==> src/rtl/seven_seg_scan_monitor_pkg.sv <==
// Shared constants for the seven-segment scan monitor: active-low glyphs
// ({g,f,e,d,c,b,a}) and the special digit codes reported for blank/illegal patterns.
package seven_seg_scan_monitor_pkg;

   localparam logic [6:0] GLYPH_0     = 7'b1000000;
   localparam logic [6:0] GLYPH_1     = 7'b1111001;
   localparam logic [6:0] GLYPH_2     = 7'b0100100;
   localparam logic [6:0] GLYPH_3     = 7'b0110000;
   localparam logic [6:0] GLYPH_4     = 7'b0011001;
   localparam logic [6:0] GLYPH_5     = 7'b0010010;
   localparam logic [6:0] GLYPH_6     = 7'b0000010;
   localparam logic [6:0] GLYPH_7     = 7'b1111000;
   localparam logic [6:0] GLYPH_8     = 7'b0000000;
   localparam logic [6:0] GLYPH_9     = 7'b0010000;
   localparam logic [6:0] GLYPH_BLANK = 7'b1111111;

   localparam logic [3:0] DIGIT_BLANK = 4'hF;
   localparam logic [3:0] DIGIT_BAD   = 4'hE;

endpackage

==> src/rtl/seven_seg_scan_monitor_decode.sv <==
// Inverse seven-segment decoder: active-low segment pattern back to a digit code,
// flagging patterns that are not a legal glyph.
module seg_pattern_decode
   import seven_seg_scan_monitor_pkg::*;
(
   input  logic [6:0] segs,
   output logic [3:0] digit,
   output logic       err
);

   // NOTE: every output gets a default before the case so no path leaves it
   // unassigned; otherwise synthesis infers a latch.
   always_comb begin
      digit = DIGIT_BAD;
      err   = 1'b1;
      case (segs)
         GLYPH_0:     begin digit = 4'd0;        err = 1'b0; end
         GLYPH_1:     begin digit = 4'd1;        err = 1'b0; end
         GLYPH_2:     begin digit = 4'd2;        err = 1'b0; end
         GLYPH_3:     begin digit = 4'd3;        err = 1'b0; end
         GLYPH_4:     begin digit = 4'd4;        err = 1'b0; end
         GLYPH_5:     begin digit = 4'd5;        err = 1'b0; end
         GLYPH_6:     begin digit = 4'd6;        err = 1'b0; end
         GLYPH_7:     begin digit = 4'd7;        err = 1'b0; end
         GLYPH_8:     begin digit = 4'd8;        err = 1'b0; end
         GLYPH_9:     begin digit = 4'd9;        err = 1'b0; end
         GLYPH_BLANK: begin digit = DIGIT_BLANK; err = 1'b0; end
         default:     begin digit = DIGIT_BAD;   err = 1'b1; end
      endcase
   end

endmodule

==> src/rtl/seven_seg_scan_monitor.sv <==
// Watches a multiplexed active-low seven-segment bus, captures each digit once its
// drive has settled, and presents complete frames with a one-cycle valid strobe.
module seven_seg_scan_monitor
   import seven_seg_scan_monitor_pkg::*;
#(
   parameter int NUM_DIGITS     = 4,
   parameter int SETTLE_CYCLES  = 4,
   parameter int TIMEOUT_CYCLES = 1000000
) (
   input  logic                      clk,
   input  logic                      rst,
   input  logic [NUM_DIGITS-1:0]     an,
   input  logic [6:0]                segs,
   output logic [4*NUM_DIGITS-1:0]   digits_out,
   output logic [NUM_DIGITS-1:0]     digit_err,
   output logic                      frame_valid,
   output logic                      stale
);

   localparam int STAB_W = $clog2(SETTLE_CYCLES + 1);
   localparam int TO_W   = $clog2(TIMEOUT_CYCLES + 1);

   // Capture fires on the edge the counter would step to SETTLE_CYCLES-1.
   localparam logic [STAB_W-1:0] CAPTURE_AT = STAB_W'(SETTLE_CYCLES - 2);
   localparam logic [STAB_W-1:0] STAB_MAX   = STAB_W'(SETTLE_CYCLES);
   localparam logic [TO_W-1:0]   TO_MAX     = TO_W'(TIMEOUT_CYCLES);

   typedef struct packed {
      logic [NUM_DIGITS-1:0] an;
      logic [6:0]            segs;
   } sample_t;

   sample_t                          sample;
   sample_t                          in_q;
   logic [STAB_W-1:0]                stab_cnt;
   logic [TO_W-1:0]                  to_cnt;
   logic [TO_W-1:0]                  to_nxt;
   logic [NUM_DIGITS-1:0][3:0]       slot_digit;
   logic [NUM_DIGITS-1:0][3:0]       slot_digit_nxt;
   logic [NUM_DIGITS-1:0]            slot_err;
   logic [NUM_DIGITS-1:0]            slot_err_nxt;
   logic [NUM_DIGITS-1:0]            seen;
   logic [NUM_DIGITS-1:0]            seen_nxt;
   logic [NUM_DIGITS-1:0]            sel;
   logic                             same;
   logic                             one_low;
   logic                             capture;
   logic                             frame_done;
   logic [3:0]                       dec_digit;
   logic                             dec_err;

   assign sample = {an, segs};
   assign same   = (sample == in_q);

   // Exactly one anode low; blanked or ghosted scans are never captured.
   assign sel     = ~in_q.an;
   assign one_low = (sel != '0) && ((sel & (sel - NUM_DIGITS'(1))) == '0);
   assign capture = same && (stab_cnt == CAPTURE_AT) && one_low;

   seg_pattern_decode u_decode (
      .segs  (in_q.segs),
      .digit (dec_digit),
      .err   (dec_err)
   );

   always_comb begin
      slot_digit_nxt = slot_digit;
      slot_err_nxt   = slot_err;
      seen_nxt       = seen;
      if (capture) begin
         for (int i = 0; i < NUM_DIGITS; i++) begin
            if (sel[i]) begin
               slot_digit_nxt[i] = dec_digit;
               slot_err_nxt[i]   = dec_err;
            end
         end
         seen_nxt = seen | sel;
      end
      frame_done = capture && (&seen_nxt);
      if (frame_done)
         to_nxt = '0;
      else if (to_cnt == TO_MAX)
         to_nxt = to_cnt;
      else
         to_nxt = to_cnt + TO_W'(1);
   end

   // NOTE: state is updated with non-blocking assignments so every register
   // samples the pre-edge values, independent of statement order.
   always_ff @(posedge clk) begin
      if (rst) begin
         // NOTE: the slot file is small and must read back as zero after reset,
         // so it is cleared alongside the control state rather than left as-is.
         in_q        <= '1;
         stab_cnt    <= '0;
         slot_digit  <= '0;
         slot_err    <= '0;
         seen        <= '0;
         to_cnt      <= '0;
         digits_out  <= '0;
         digit_err   <= '0;
         frame_valid <= 1'b0;
         stale       <= 1'b0;
      end else begin
         in_q <= sample;
         if (!same)
            stab_cnt <= '0;
         else if (stab_cnt != STAB_MAX)
            stab_cnt <= stab_cnt + STAB_W'(1);

         slot_digit  <= slot_digit_nxt;
         slot_err    <= slot_err_nxt;
         frame_valid <= frame_done;
         if (frame_done) begin
            digits_out <= slot_digit_nxt;
            digit_err  <= slot_err_nxt;
            seen       <= '0;
         end else begin
            seen <= seen_nxt;
         end

         // A completing frame zeroes to_nxt, so it always beats a same-edge expiry.
         to_cnt <= to_nxt;
         stale  <= (to_nxt == TO_MAX);
      end
   end

endmodule

==> config.mk <==
export PLATFORM = sky130hd
export DESIGN_NAME = seven_seg_scan_monitor
export DESIGN_NICKNAME = d
export VERILOG_FILES = /design/src/rtl/seven_seg_scan_monitor_pkg.sv /design/src/rtl/seven_seg_scan_monitor_decode.sv /design/src/rtl/seven_seg_scan_monitor.sv
export SDC_FILE = /design/constraint.sdc
export NUM_CORES = 1
export LEC_CHECK = 0
export CORE_UTILIZATION = 47
export CTS_CLUSTER_SIZE = 25
export DETAILED_ROUTE_END_ITERATION = 8
export GPL_TIMING_DRIVEN = 0
export PLACE_DENSITY = 0.75
export SYNTH_ARGS = -nofsm -noshare
export SYNTH_HDL_FRONTEND = slang
export SYNTH_SLANG_ARGS = --single-unit
==> constraint.sdc <==
create_clock -name clk -period 2.52 [get_ports clk]
set_input_delay 0.756 -clock clk [delete_from_list [all_inputs] [get_ports clk]]
set_output_delay 0.756 -clock clk [all_outputs]
set_load 0.005 [all_outputs]
==> impl_summary.md <==
Route
The pre-antenna-repair detailed-routing pass consisted of 5 iterations. For this run, design rule violations remaining after detail routing come to 0. Dividing the detail-routed via count by the number of cells gives 5.48.

The count of nets left with antenna violations once routing finished came out at 0. Dividing the detail-routed wire length by the instance count gives about 15 µm. For this block, the via count after detailed routing is 3222. The wire length after detailed routing is 8.80 mm. In this run, the number of DRC markers left after iteration 0 of detailed routing was 225.

Pwr
The reported leakage power is 1.79 nW. Dividing total power by cell area gives a power density of 521 nW/µm². The worst ir drop on vdd is 0.386 mV. The total power is about 0.0025 W.

Die
In this run the vertical extent of the chip is 92.0 µm. The chip width is a little over 90 µm. The area of the core is approximately 7800 µm². The initial utilization of the core area, before any placement, comes to 0.490. The die covers 8460 µm². The number of I/O pins is 35. After floorplanning, the core was divided into 32 placement rows.

GRT
The global routing stage identified its most utilized layer as met2. The met3 global-route usage is 0.0439. The maximum number of pins on one net before global-route repair is 17. The via count of the first global-routing pass was 3005.

The number of antenna violations at the first check in global routing is 0. The first-pass GRT wire length is 14.4 mm. The global router's overall resource usage is 0.217. For this run, global-route usage on met2 was measured as 0.336. Global routing finished with a remaining overflow of 0. The met1 track demand over resource is 0.292.

Clocking
In this run, post-CTS hold repair placed 0 buffers. The tree is rooted in a sky130_fd_sc_hd__clkbuf_8. Clock-pin slew was measured on the worst setup and hold paths at 0.09 ns. Clock tree synthesis inserted a total of 9 buffers. At the later pin of the worst-skew pair, clock insertion delay measures between 0.3 and 0.4 ns. The H-tree generated during clock tree synthesis spans 3 levels. CTS saw 80 sinks. The TritonCTS clock tree is yes. Counting along the longest clock path gives a buffer depth of 2.

Yosys
After synthesis, the largest family of logic cells by area is simple AND/OR/NAND/NOR gates. In this run, synthesis produced a sequential element count of 80. Averaged over all synthesized cells, the footprint is 9.06 µm². In this run, synthesis inferred 0 flip-flops with an integrated enable. The simple-gate share of the synthesized area is 0.291. The number of cells produced by synthesis is 420. The number of warning messages in the yosys log is 0. Counting every net in the synthesized netlist gives around 440.

The portion of synthesized area spent on multiplexers is 0.0447. After synthesis the cells add up to 3800 µm². The adder-cell share of the synthesized area is 0.0164. The number of distinct standard cells referenced by the synthesized netlist is 58. The share of the yosys chip area belonging to registers is 0.421.

For this run, the leading register cell type out of synthesis is sky130_fd_sc_hd__dfxtp_1. The fraction of the mapped netlist area in compound gates is 0.0990. After synthesis, the share of flip-flops with an asynchronous set or reset is 0. Of the total synthesized cell area, the portion taken by XOR and XNOR cells is 0.0875.

Worst hold path
The worst hold-check path type is register to register.

Layout
Relative to the synthesized area, the layout overhead comes to 26.5%. The count of nets after finishing is 499. The number of antenna diodes in the final layout is 0. The proportion of layout cells with a drive suffix above 1 is 0.202. At the end of the flow the core is filled with cells to 0.620.

Place
The HPWL after detailed placement is ~5.7 mm. The count of buffers added on input and output ports is 33. The worst setup slack before clock tree synthesis is -0.694 ns. The congestion estimate from routability-driven global placement came to 0.891.

STA
Setup slack on the critical path of the routed design comes to 0.107 ns. The max-slew violation total from the final report is 0. Setup violations remaining at the end of the flow were counted as 0.

The final critical delay including setup and external delays is 2.41 ns. The worst setup skew after layout is 0.0178 ns. The period utilization is 0.957. The maximum clock frequency is between 0.4 and 0.5 GHz.

The relative max-transition margin is 0.501. The count of final hold-check violations is 0. For the pin with the worst max-slew slack, the measured transition is 0.741 ns.

Critical path
STA puts the critical path data arrival time at 2.67 ns. In this run the worst path has a maximum fanout of 5. STA classifies the critical path endpoint as a register. The worst setup path category is input port to register. The kind of start point of the critical path is an input port. For the worst setup path, the data required time is 2.78 ns.

Flow run
Across the run, the number of max-cap violations was 0.

Outcome
The flow ran to the end, and the final reports show no timing, DRC or antenna violations.
-- where the power goes --
part           total [W]  internal [W]  leakage (nW)  switching [W]
Sequential       0.00129       0.00128         0.648      0.0000137
Clock            0.00101      0.000478         0.100       0.000536
Combinational   0.000206     0.0000787          1.05       0.000127
-- worst max-delay path, stage by stage --
cell and delay, ns:
sky130_fd_sc_hd__dlygate4sd2_1 0.26, sky130_fd_sc_hd__xor2_2 0.20, sky130_fd_sc_hd__nor4_4 0.30, sky130_fd_sc_hd__buf_6 0.17
sky130_fd_sc_hd__nand4_4 0.20, sky130_fd_sc_hd__o31ai_4 0.36, sky130_fd_sc_hd__buf_4 0.17, sky130_fd_sc_hd__nor2_1 0.05
sky130_fd_sc_hd__and4_1 0.19
-- registers in the layout (all words and copies together) (netlist names) --
| register | flops |
|---|---|
| in_q | 11 |
| slot_err | 4 |
| slot_digit | 16 |
| to_cnt | 20 |
| digit_err | 4 |
| stab_cnt | 3 |
| seen | 4 |
| frame_valid | 1 |
| digits_out | 16 |
| stale | 1 |
-- cell families (layout without fill, tap and decap cells) --
logic type / Yosys count / in the layout
xor+xnor: 38 / 38
compound gates: 53 / 53
simple gates: 192 / 193
mux: 17 / 17
fa+ha+maj: 5 / 5
buf+inv: 35 / 100
flops: 80 / 80
-- area by class of cell --
cell class | instances | area (µm²)
Clock inverter | 7 | 85.1
Fill cell | 646 | 2950
Tap cell | 102 | 128
Buffer | 23 | 114
Sequential cell | 80 | 1600
Timing Repair Buffer | 49 | 483
Multi-Input combinational cell | 306 | 2230
Inverter | 12 | 45.0
Clock buffer | 9 | 124
-- placed cells by master, fill, tap and decap left out, types with 5 or more instances in the layout --
| cell type | synthesis | layout |
|---|---|---|
| sky130_fd_sc_hd__inv_1 | 12 | 12 |
| sky130_fd_sc_hd__nand2_1 | 22 | 22 |
| sky130_fd_sc_hd__nor2_1 | 71 | 70 |
| sky130_fd_sc_hd__mux2i_1 | 17 | 14 |
| sky130_fd_sc_hd__nand3_1 | 21 | 21 |
| sky130_fd_sc_hd__or3_1 | 7 | 7 |
| sky130_fd_sc_hd__clkbuf_2 | 3 | 5 |
| sky130_fd_sc_hd__dlymetal6s2s_1 | 0 | 6 |
| sky130_fd_sc_hd__nor3_1 | 6 | 6 |
| sky130_fd_sc_hd__xor2_1 | 26 | 18 |
| sky130_fd_sc_hd__o22ai_1 | 12 | 12 |
| sky130_fd_sc_hd__ha_1 | 5 | 5 |
| sky130_fd_sc_hd__a21oi_1 | 6 | 6 |
| sky130_fd_sc_hd__clkbuf_8 | 0 | 9 |
| sky130_fd_sc_hd__o21bai_1 | 5 | 5 |
| sky130_fd_sc_hd__buf_2 | 5 | 5 |
| sky130_fd_sc_hd__buf_4 | 1 | 14 |
| sky130_fd_sc_hd__nor4_4 | 3 | 5 |
| sky130_fd_sc_hd__or2_2 | 13 | 13 |
| sky130_fd_sc_hd__xor2_2 | 0 | 8 |
| sky130_fd_sc_hd__clkdlybuf4s50_1 | 0 | 25 |
| sky130_fd_sc_hd__a211oi_1 | 11 | 11 |
| sky130_fd_sc_hd__xnor2_1 | 12 | 12 |
| sky130_fd_sc_hd__nor3_4 | 2 | 5 |
| sky130_fd_sc_hd__dfxtp_1 | 80 | 80 |
| sky130_fd_sc_hd__clkbuf_1 | 13 | 10 |
-- per-stage QoR --
stage,std cells,cell area (µm²),hold slack [ns],TNS (ns)
2_1_floorplan,420,3800,0.441,0
3_3_place_gp,555,4260,0.459,-31.98
3_5_place_dp,555,4260,0.461,-35.11
4_1_cts,582,4680,0.474,0
5_1_grt,588,4810,0.498,-0.00672
6_report,588,4810,0.474,0
-- synthesized netlist by cell type (4+ instances only) --
master,count,area (µm²)
sky130_fd_sc_hd__nand4_1,4,25.0
sky130_fd_sc_hd__ha_1,5,62.6
sky130_fd_sc_hd__nor3_1,6,30.0
sky130_fd_sc_hd__clkbuf_1,13,48.8
sky130_fd_sc_hd__xnor2_1,12,105
sky130_fd_sc_hd__nor3_2,5,50.1
sky130_fd_sc_hd__buf_2,5,25.0
sky130_fd_sc_hd__nand3_1,21,105
sky130_fd_sc_hd__nand2_1,22,82.6
sky130_fd_sc_hd__or2_2,13,81.3
sky130_fd_sc_hd__a21oi_1,6,30.0
sky130_fd_sc_hd__or3_1,7,43.8
sky130_fd_sc_hd__mux2i_1,17,170
sky130_fd_sc_hd__dfxtp_1,80,1600
sky130_fd_sc_hd__xor2_1,26,228
sky130_fd_sc_hd__o22ai_1,12,75.1
sky130_fd_sc_hd__o21bai_1,5,37.5
sky130_fd_sc_hd__inv_1,12,45.0
sky130_fd_sc_hd__a211oi_1,11,82.6
sky130_fd_sc_hd__nor2_1,71,267
-- path summary, 6_finish.rpt --
check | startpoint | end | slack, ns | depth (start not counted)
setup / recovery | segs[3] | stale | 0.11 | 9
hold / removal | digits_out[14] | digits_out[14] | 0.47 | 2
setup reg to reg | to_cnt[10] | stale | 0.20 | 7
hold reg to reg | digits_out[14] | digits_out[14] | 0.47 | 2
-- timing repair --
action,4_1_cts,5_1_grt
resized for setup,22,20
setup endpoints to repair,58,51
setup buffers,10,6
gates cloned,1,0
pin swaps,6,12
hold endpoints to repair,0,0
-- layer usage --
metal | wire, µm | vias to the layer above | part of all wire
met5 | 0 | - | 0
met4 | 209 | 0 | 0.024
met3 | 432 | 19 | 0.049
met2 | 4030 | 98 | 0.46
met1 | 4130 | 1526 | 0.47
li1 | - | 1579 | -
Power figures use the tool's default switching activity.
==> edit 1: new RTL, config.mk and constraints unchanged <==
Set the parameter `TIMEOUT_CYCLES` to 250000 (it was 1000000).
--- a/src/rtl/seven_seg_scan_monitor.sv
+++ b/src/rtl/seven_seg_scan_monitor.sv
@@ -6,5 +6,5 @@
    parameter int NUM_DIGITS     = 4,
    parameter int SETTLE_CYCLES  = 4,
-   parameter int TIMEOUT_CYCLES = 1000000
+   parameter int TIMEOUT_CYCLES = 250000
 ) (
    input  logic                      clk,
Behaviour: no difference found for any inputs over 10 cycles, from zero or initial values and one cycle with rst high; that may be too few to reach the edited logic, so the function may still have changed.
==> edit 1 against the original RTL <==
Area after synthesis shrank 1.6%; cell area down 5.2%; sequential cell count fell by 2; critical endpoint is now digits_out[4]; power down 0.33%; worst setup slack got worse by 0.074 ns; largest power group unchanged; routed wire length is 3.3% lower; first-iteration DRC count down 40%.
==> edit 1: results (changes against the original RTL) <==
• actual transition at the worst max-transition pin: 0.5680 ns, -0.1729 ns
• routed length on met2: 4286 µm, +6.3%
• Multi-input comb cells: 300, -2.0%
• Post-Route Skew: 0.008236 ns, -0.009591 ns
• placed cell count: 549, -1.1%
• Overall Global Routing Usage: 21.43%, -0.26 points
• data arrival time of the worst path: 2.73 ns, +0.06 ns
• final net count: 484, -3.0%
• GR Util met2: 37.69%, +4.1 points
• Logic power comb: 173 µW, -16%
• registers with the most flip-flops: to_cnt (18), digits_out (16), slot_digit (16)
• post-cts resize count: 2, -91%
• Pre-Repair DR Iteration Count: 4, -1
• outcome: finished clean
• peak supply drop: 0.3254 mV, -16%
• share of final-layout standard cells stronger than drive strength 1: 16.35%, -3.8 points
• met3 layer usage reported by global route: 5.695%, +1.3 points
• Post-Synth Adder-Cell Area: 1.671%, +0.026 points
• cell-internal power: 1.891 mW, +3.2%
• standby leakage power: 1.802 nW, +0.46%
• placed standard-cell area: 4203 µm², -1.4%
• leading post-synthesis cells by instance count: sky130_fd_sc_hd__dfxtp_1, sky130_fd_sc_hd__nor2_1, sky130_fd_sc_hd__a21oi_1, sky130_fd_sc_hd__xnor2_1, sky130_fd_sc_hd__o21ai_0
• Post-Synthesis Net Count: 432, -1.4%
• flip-flop and latch count after synthesis: 78, -2.5%
• share of power burned in the clock network: 42.9%, +2.5 points
• DP HPWL: 6004 µm, +5.8%
• nonclk buf count: 67, -6.9%
• vias in the first global route: 3026, +0.70%
• power density cells: 548.3 nW/µm², +5.2%
• leading post-synthesis cells by cell area: sky130_fd_sc_hd__dfxtp_1, sky130_fd_sc_hd__nor2_1, sky130_fd_sc_hd__xnor2_1, sky130_fd_sc_hd__mux2i_1, sky130_fd_sc_hd__o211a_1
• multiplexer area fraction after synthesis: 4.110%, -0.36 points
• mean instance size in the synthesized netlist: 9.046 µm², -0.15%
• area of the mapped netlist: 3745 µm², -1.6%
• slowest stage delay, CP: 0.47 ns, +0.11 ns
• total wire length: 8510 µm, -3.3%
• Iter 0 DRT Violations: 134, -40%
• inverters: 10, -2
• fraction of the mapped netlist area in compound gates: 13.06%, +3.2 points
• wire length the detailed router placed on met1: 3696 µm, -10%
• Data buffer area share: 11.71%, -0.68 points
• smallest setup slack after layout: 0.03315 ns, -0.07419 ns
• global-route met1 utilization: 24.48%, -4.8 points
• first-pass GRT wire length: 14190 µm, -1.6%
• pin count of the biggest net entering global routing: 16, -1
• fraction of standard cell area in multi-input logic: 45.45%, -0.97 points
• final weighted congestion in routability-driven placement: 0.8493, -4.7%
• Unique masters post-synth: 54, -6.9%
• Post-CTS Setup Bufs: 3, -7
• Routed wire per std cell: 14.85 µm, -0.79%
==> edit 1: cell types whose count changed in the layout (fill, tap and decap cells not counted), moves of 9 or more <==
cell / before / now
sky130_fd_sc_hd__nor2_1: 70 / 54
sky130_fd_sc_hd__a21oi_1: 6 / 17
sky130_fd_sc_hd__o21ai_0: 3 / 16
sky130_fd_sc_hd__o211ai_1: 1 / 10
sky130_fd_sc_hd__nand2b_1: 3 / 12
sky130_fd_sc_hd__o22ai_1: 12 / 1
==> edit 1: metrics by stage <==
step | TNS [ns] | total power, mW
2_1_floorplan | 0 | 1.391
3_3_place_gp | -14.38 | 1.436
3_5_place_dp | -15.70 | 1.441
4_1_cts | 0 | 2.506
5_1_grt | -0.6860 | 2.604
6_report | 0 | 2.501
==> edit 1: worst paths after layout <==
kind	from	to	slack (ns)	cells after the start
worst min-delay path	seen[1]	seen[1]	0.46	2
worst max register to register	to_cnt[1]	stale	0.20	7
worst min register to register	seen[1]	seen[1]	0.46	2
worst max-delay path	segs[1]	digits_out[4]	0.03	8
==> edit 2: new RTL, same settings <==
Without the edit above. Make the reset (`rst`) asynchronous in one clocked block.
--- a/src/rtl/seven_seg_scan_monitor.sv
+++ b/src/rtl/seven_seg_scan_monitor.sv
@@ -88,5 +88,5 @@
    // NOTE: state is updated with non-blocking assignments so every register
    // samples the pre-edge values, independent of statement order.
-   always_ff @(posedge clk) begin
+   always_ff @(posedge clk or posedge rst) begin
       if (rst) begin
          // NOTE: the slot file is small and must read back as zero after reset,
Check against the original RTL: no difference found for any inputs over 10 cycles, from zero or initial values and one cycle with rst high; that may be too few to reach the edited logic, so the function may still have changed.
==> edit 2 against the original RTL <==
Sequential cell count unchanged; count of clock-buffer cells in the layout did not move; cell area up 4.9%; power up 9.4%; routed wire length decreased by 7.3%; die area up 5.0%; area after synthesis rose by 5.1%; global-route usage fell by 1.9 points; worst setup slack worse by 0.040 ns; cell count down 9.5%; highest routed layer unchanged.
==> edit 2: results (changes against the original RTL) <==
• outcome: finished clean
• startpoint of the worst register-to-register path: in_q[9]
• smallest setup slack after layout: 0.06703 ns, -0.04032 ns
• routed length on met2: 3628 µm, -10%
• leading post-synthesis cells by instance count: sky130_fd_sc_hd__dfrtp_1, sky130_fd_sc_hd__nor2_1, sky130_fd_sc_hd__nand2_1, sky130_fd_sc_hd__xor2_1, sky130_fd_sc_hd__mux2_2
• end of the worst register-to-register path: digit_err[1]
• vias in the first global route: 2711, -9.8%
• number of inserted filler cells in the final layout: 634, -1.9%
• Post-Route Skew: 0.01003 ns, -0.007799 ns
• placed standard-cell area: 4519 µm², +6.0%
• wire length the detailed router placed on met1: 4053 µm, -1.8%
• final weighted congestion in routability-driven placement: 0.8696, -2.4%
• actual transition at the worst max-transition pin: 0.6416 ns, -0.09927 ns
• Main synth FF type: sky130_fd_sc_hd__dfrtp_1
• leading post-synthesis cells by cell area: sky130_fd_sc_hd__dfrtp_1, sky130_fd_sc_hd__dfstp_2, sky130_fd_sc_hd__nor2_1, sky130_fd_sc_hd__xor2_1, sky130_fd_sc_hd__mux2_2
• Async SR Flop Fraction: 100.0%, +100 points
• Pre-Repair DR Iteration Count: 4, -1
• Overall Global Routing Usage: 19.74%, -1.9 points
• routed vias/inst: 5.408, -1.3%
• Port-buffer cells: 34, +3.0%
• slowest stage delay, CP: 0.38 ns, +0.02 ns
• pin count of the biggest net entering global routing: 35, +18
• Setup crit start: an[0]
• standby leakage power: 2.254 nW, +26%
• share of final-layout standard cells stronger than drive strength 1: 28.81%, +8.6 points
• placement-stage worst setup slack: -0.8484 ns, -0.1548 ns
• fin util: 61.47%, -0.51 points
• sequential-to-total area share from yosys stat: 50.41%, +8.3 points
• Iter 0 DRT Violations: 142, -37%
• first-pass GRT wire length: 13340 µm, -7.5%
• data arrival time of the worst path: 2.70 ns, +0.03 ns
• DP HPWL: 5370 µm, -5.4%
• critical setup path kind: in -> reg
• crit path max-delay cell type: sky130_fd_sc_hd__mux2_2
• Post-Synthesis Net Count: 373, -15%
• maximum net fanout on the critical path: 8, +3
• met3 routed wirelength: 339 µm, -22%
• total wire length: 8163 µm, -7.3%
• type of the most critical hold path: reg -> reg
-- edit 2: stage by stage --
step | cells | hold slack (ns)
floorplan | 355 | 0.4410
global placement | 494 | 0.4683
detailed placement | 496 | 0.4717
CTS | 522 | 0.4913
global route | 532 | 0.4835
finish | 532 | 0.4901
-- edit 2: timing repair --
action	CTS	global route
cloned	2	0
pin swaps	12	8
setup endpoints to repair	51	42
gates resized for setup	35	26
buffers inserted	10	10
-- edit 2: cells by family (layout without fill, tap and decap cells) --
kind of cell / after synthesis / count (layout) / synth area share (%)
xor+xnor: 33 / 33 / 7.416
fa+ha+maj: 5 / 5 / 1.564
compound gates: 28 / 28 / 5.288
simple gates: 144 / 144 / 20.56
flops: 80 / 80 / 50.41
buf+inv: 28 / 100 / 3.567
mux: 37 / 37 / 11.20
-- edit 2: metal layers --
metal	vias up	track usage (%)
li1	1367	-
met4	0	7.821
met5	-	0
met2	61	28.93
met1	1433	28.34
met3	16	4.288
-- edit 2: final cells by class --
cell class / instances / area share (%)
multi-input cells: 247 / 39.01
inverters: 13 / 1.040
well taps: 105 / 2.601
plain buffers: 13 / 1.932
repair buffers: 58 / 10.95
clock inverters: 7 / 2.106
clock buffers: 9 / 2.452
flip-flops and latches: 80 / 39.91
-- edit 2: report_power, final --
group / switching [mW] / total (mW) / internal [mW]
clock: 0.517 / 1.10 / 0.579
sequential: 0.0604 / 1.40 / 1.34
combinational: 0.144 / 0.249 / 0.106
-- edit 2: worst max-delay path, delay by kind of cell --
family                 cells  cell delay [ns]
AND/OR/NAND/NOR            3             0.73
XOR/XNOR                   1             0.16
multiplexers               2             0.67
buffers and inverters      2             0.39
-- edit 2: worst min-delay path by stage --
stage / from / end / slack (ns) / depth (start not counted)
2_1_floorplan: slot_digit[1] / slot_digit[1] / 0.44 / 2
3_3_place_gp: slot_digit[5] / slot_digit[5] / 0.47 / 2
3_5_place_dp: digits_out[13] / digits_out[13] / 0.47 / 2
4_1_cts: digits_out[13] / digits_out[13] / 0.49 / 2
5_1_grt: segs[3] / in_q[3] / 0.48 / 1
6_report: seen[0] / seen[0] / 0.49 / 2
